$ cat src/rtl/cla_seq_adder.sv
// Sequential adder: one 4-bit carry-lookahead slice reused LSB nibble first, WIDTH/4 RUN cycles, done one cycle after the last slice.
// start is ignored while busy; optional subtract port under `CLA_SEQ_SUB_EN.
module cla_seq_adder #(
  parameter int WIDTH = 16
) (
  input  logic             clk,
  input  logic             rst,
  input  logic             start,
  input  logic [WIDTH-1:0] a,
  input  logic [WIDTH-1:0] b,
  input  logic             cin,
`ifdef CLA_SEQ_SUB_EN
  input  logic             sub,
`endif
  output logic             busy,
  output logic             done,
  output logic [WIDTH-1:0] sum,
  output logic             cout,
  output logic             ovf
);
  localparam int NSLICES = WIDTH / 4;
  localparam int IW = (NSLICES > 1) ? $clog2(NSLICES) : 1;
  localparam logic [IW-1:0] LAST = IW'(NSLICES - 1);

  typedef enum logic {IDLE, RUN} state_t;

  state_t           state, state_nxt;
  logic             accept, last;
  logic [WIDTH-1:0] a_q, b_q, b_in;
  logic             carry, c_in;
  logic [IW-1:0]    idx;
  logic [3:0]       a_nib, b_nib, s_nib, g, p;
  logic [4:0]       c;

  // Subtract folds into the add: B is inverted once at capture, initial carry forced to 1.
`ifdef CLA_SEQ_SUB_EN
  assign b_in = sub ? ~b : b;
  assign c_in = sub | cin;
`else
  assign b_in = b;
  assign c_in = cin;
`endif

  always_ff @(posedge clk) begin
    if (rst) state <= IDLE;
    else     state <= state_nxt;
  end

  always_comb begin
    state_nxt = state;
    busy      = 1'b0;
    accept    = 1'b0;
    last      = 1'b0;
    case (state)
      IDLE: begin
        if (start) begin
          accept    = 1'b1;
          state_nxt = RUN;
        end
      end
      RUN: begin
        busy = 1'b1;
        last = (idx == LAST);
        if (last) state_nxt = IDLE;
      end
      default: state_nxt = IDLE;
    endcase
  end

  always_comb begin
    a_nib = '0;
    b_nib = '0;
    for (int i = 0; i < NSLICES; i++) begin
      if (idx == IW'(i)) begin
        a_nib = a_q[4*i +: 4];
        b_nib = b_q[4*i +: 4];
      end
    end
  end

  // The shared 4-bit carry-lookahead slice.
  assign g    = a_nib & b_nib;
  assign p    = a_nib ^ b_nib;
  assign c[0] = carry;
  assign c[1] = g[0] | (p[0] & carry);
  assign c[2] = g[1] | (p[1] & g[0]) | (p[1] & p[0] & carry);
  assign c[3] = g[2] | (p[2] & g[1]) | (p[2] & p[1] & g[0]) | (p[2] & p[1] & p[0] & carry);
  assign c[4] = g[3] | (p[3] & g[2]) | (p[3] & p[2] & g[1]) | (p[3] & p[2] & p[1] & g[0])
              | (&p & carry);
  assign s_nib = p ^ c[3:0];

  always_ff @(posedge clk) begin
    if (rst) begin
      a_q   <= '0;
      b_q   <= '0;
      carry <= 1'b0;
      idx   <= '0;
      sum   <= '0;
      cout  <= 1'b0;
      ovf   <= 1'b0;
      done  <= 1'b0;
    end else begin
      done <= 1'b0;
      if (accept) begin
        a_q   <= a;
        b_q   <= b_in;
        carry <= c_in;
        idx   <= '0;
      end else if (busy) begin
        for (int i = 0; i < NSLICES; i++) begin
          if (idx == IW'(i)) sum[4*i +: 4] <= s_nib;
        end
        carry <= c[4];
        idx   <= idx + IW'(1);
        if (last) begin
          cout <= c[4];
          ovf  <= c[3] ^ c[4];
          done <= 1'b1;
        end
      end
    end
  end
endmodule

$ cat config.mk
export PLATFORM = sky130hd
export DESIGN_NAME = cla_seq_adder
export DESIGN_NICKNAME = d
export VERILOG_FILES = /design/src/rtl/cla_seq_adder.sv
export SDC_FILE = /design/constraint.sdc
export NUM_CORES = 1
export LEC_CHECK = 0
export ABC_AREA = 1
export CORE_MARGIN = 3
export CORE_UTILIZATION = 50
export DETAILED_ROUTE_END_ITERATION = 10
export PLACE_DENSITY = 0.79
export SLEW_MARGIN = 20
export SYNTH_ARGS = -nofsm -noshare
export SYNTH_HDL_FRONTEND = slang
export SYNTH_SLANG_ARGS = --single-unit
$ cat constraint.sdc
create_clock -name clk -period 3.4 [get_ports clk]
set_clock_uncertainty 0.15 [all_clocks]
set_input_delay 0.51 -clock clk [delete_from_list [all_inputs] [get_ports clk]]
set_output_delay 0.51 -clock clk [all_outputs]
set_load 0.03 [all_outputs]
==> impl_metrics.tcl <==
set metrics [dict create \
    clock-sinks 55 \
    cp.arrival_ns 2.81 \
    synth_compound_area_share_pct 15.66 \
    hpwl_um 4346 \
    port_buffers 55 \
    slowest_delay_ns 0.50 \
    clockBufferDepth 2 \
    synth-xor-area-share_pct 0.6849 \
    power_switching_uw 400.0 \
    reg2reg_from "idx[0]$_SDFFE_PP0P_" \
    fin_nets 434 \
    synth_edf_count 0 \
    internal_power_uw 994.1 \
    synth_simple_gate_area_share_pct 26.81 \
    h-tree-depth 2 \
    wire_per_inst_um 12.65 \
    synth_fp_nets 389 \
    cts_setup_buffers 0 \
    nFillCells 448 \
    power_density_nw_per_um2 440.2 \
    worst_pin_slew_ns 0.5435 \
    coreArea_um2 4848 \
    clk_pin_slew_ns 0.09 \
    r2r.worst_path.cells 14 \
    synth_warnings 0 \
    path_class "reg -> reg" \
    p_seq_share_pct 51.2 \
    synthTopCellsByArea "dfxtp_1 43%, nor2_1 12%, o21ai_0 8.0%" \
    startpoint_type "flop" \
    hold_class "reg -> reg" \
    holdPathEnd "sum[15]$_SDFFE_PP0P_" \
    report.final.slew_viol_count 0 \
    path_buf_inv 3 \
    die_width_um 77.52 \
    vdd_drop_max_uv 237.1 \
    rsz0062_at_grt "false" \
    max_freq_mhz 363.5 \
    vias 2321 \
    finalSetupViolations 0 \
    drt-total-wl_um 5783 \
    timing.final.crit_share_pct 80.92 \
    fin_crit_ns 2.751 \
    yosysMostFrequentCell "nor2_1" \
    tritoncts "done" \
    cp.required_ns 3.45 \
    synth.largest_area_cell "dfxtp_1" \
    yosys-top-cells-count "84 x nor2_1, 55 x dfxtp_1, 41 x o21ai_0" \
    synth_top_area_share_pct 43.05 \
    drtIter0Drc 129 \
    cap_violations 0 \
    dieArea_um2 6009 \
    synth.area.mux_share_pct 0 \
    yosysSeqAreaShare_pct 43.05 \
    syn_area_per_cell_um2 7.434 \
    antenna_found_initial 0 \
    synth.distinct_cells 27 \
    postSynth.asyncResetShare_pct 0 \
    r2r_end "sum[11]$_SDFFE_PP0P_" \
    synth_area_um2 2557 \
    grt_max_degree 44 \
    die_h_um 77.52 \
    rows 25 \
    grt_overflow 0 \
    grt_pass1_wl_um 9480 \
    critical_path.max_fanout 12 \
    drt_first_pass_iters 4 \
    synth_flop_cell "dfxtp_1" \
    syn_to_final_growth_pct 23.83 \
    cts_inserted_buffers 5 \
    p_clk_share_pct 27.3 \
    ys_ff_latch 55 \
    ioPinCount 56 \
    crit_chain "inv_1 > ha_1 > inv_1 > nand3_1 > o21ai_0 > a21oi_1 > ha_1 > nand2_1 > nor2_2 > nor2_2 > nand3_1 > nand3_1 > nand2_1 > inv_1" \
    drc 0 \
    slowest_stage "ha_1" \
    end_kind "flop" \
    diodes 0 \
    synthCells 344 \
    rrSetupSlack_ns 0.65 \
    cts-root-buf "clkbuf_8" \
    worst_hold_startpoint "sum[15]$_SDFFE_PP0P_" \
    status "completed" \
    grt_pass1_vias 2130 \
    fin_setup_tns_ns 0 \
    clk_latency_ns 0.29 \
    synth_top_family_by_area "simple AND/OR/NAND/NOR gates" \
    holdWs_ns 0.3218 \
    cts_hold_buf 0 \
    finalHoldViolations 0 \
    hold_depth 2 \
    ant_nets 0 \
    drive_gt1_share_pct 6.667 \
    slew_headroom_pct 63.71 \
    synth_fa_ha_area_share_pct 4.697 \
    via_per_inst 5.079 \
    ctsResizeCount 0 \
    power_frac_comb_pct 21.5 \
    floorplan.initialDensity_pct 52.75 \
    grt_usage_pct 19.16 \
    p_leak_nw 1.380 \
    gp_congestion 0.8597 \
    critPathTopFamily "adder cells" \
    p_sw_share_pct 28.69 \
]
==> through the flow <==
step	worst slack (ns)	util [%]	total power, mW	area (um^2)	std cells
2_1_floorplan	1.089	-	0.9344	2557	344
3_3_place_gp	0.8131	63.25	1.017	3067	449
3_5_place_dp	0.7258	63.25	1.025	3067	449
4_1_cts	0.7064	65.32	1.395	3167	457
5_1_grt	0.4621	65.32	1.462	3167	457
6_report	0.6486	65.32	1.394	3167	457
==> sequential cells by signal, indices dropped and copies added (netlist names) <==
register and cells:
b_q 16, cout 1, idx 2, state 1, sum 16, carry 1
done 1, ovf 1, a_q 16
==> power groups by stage <==
| stage | registers [mW] | logic [mW] | clock network (mW) |
|---|---|---|---|
| after global routing | 0.718 | 0.335 | 0.409 |
| after detailed placement | 0.728 | 0.297 | 0 |
| final | 0.713 | 0.300 | 0.381 |
| after global placement | 0.727 | 0.291 | 0 |
| after floorplan | 0.734 | 0.201 | 0 |
| after CTS | 0.714 | 0.298 | 0.383 |
==> worst max path at each step <==
stage / from / endpoint / slack [ns] / cells past startpoint
6_report: idx[0]$_SDFFE_PP0P_ / sum[11]$_SDFFE_PP0P_ / 0.65 / 14
2_1_floorplan: idx[0]$_SDFFE_PP0P_ / sum[3]$_SDFFE_PP0P_ / 1.09 / 17
4_1_cts: idx[0]$_SDFFE_PP0P_ / sum[11]$_SDFFE_PP0P_ / 0.71 / 14
5_1_grt: idx[0]$_SDFFE_PP0P_ / sum[11]$_SDFFE_PP0P_ / 0.46 / 15
3_3_place_gp: idx[0]$_SDFFE_PP0P_ / sum[11]$_SDFFE_PP0P_ / 0.81 / 14
3_5_place_dp: idx[0]$_SDFFE_PP0P_ / sum[11]$_SDFFE_PP0P_ / 0.73 / 14
==> worst min-delay path: stages, from the launching register on <==
cell	delay, ns
dfxtp_1	0.33
nand2_1	0.06
nand2_1	0.04
==> layout by cell type, fill, tap and decap left out, types with 2 or more instances in the layout <==
master / synthesis / routed
clkdlybuf4s50_1: 0 / 55
nor2_1: 84 / 84
nand2_1: 34 / 34
nand2_4: 2 / 2
ha_1: 8 / 8
nand2_2: 6 / 6
nor3_2: 2 / 2
nor2_2: 3 / 3
o21ai_0: 41 / 41
a21oi_1: 21 / 21
o21ai_1: 6 / 6
nand3_1: 22 / 22
inv_2: 3 / 3
inv_1: 24 / 24
o211ai_1: 6 / 6
xnor2_1: 2 / 2
dfxtp_1: 55 / 55
clkbuf_8: 0 / 7
==> final cells by class <==
type / instances / area [um^2] / share of cell area (%)
multi-input combinational: 244 / 1224 / 38.64
clock buffer: 8 / 100.1 / 3.161
timing repair buffer: 55 / 550.5 / 17.38
inverter: 28 / 107.6 / 3.398
sequential: 55 / 1101 / 34.77
tap: 67 / 83.83 / 2.647
==> metal layers <==
layer  wire length (um)  share of wire [%]  global-route usage, %  up-vias
li1                   -                  -                      -     1202
met1               2769                 48                  26.56     1037
met2               2611                 45                  30.74       74
met3                317                5.5                  3.016        8
met4                 84                1.5                  5.694        0
met5                  0                  0                      0        -
==> logic make-up after synthesis <==
| family | count (synthesis) |
|---|---|
| AO/OA/AOI/OAI | 76 |
| AND/OR/NAND/NOR | 157 |
| XOR/XNOR | 2 |
| buffers and inverters | 45 |
| adder cells (fa/ha/maj) | 9 |
| flip-flops | 55 |
(Power assumes the default switching activity.)
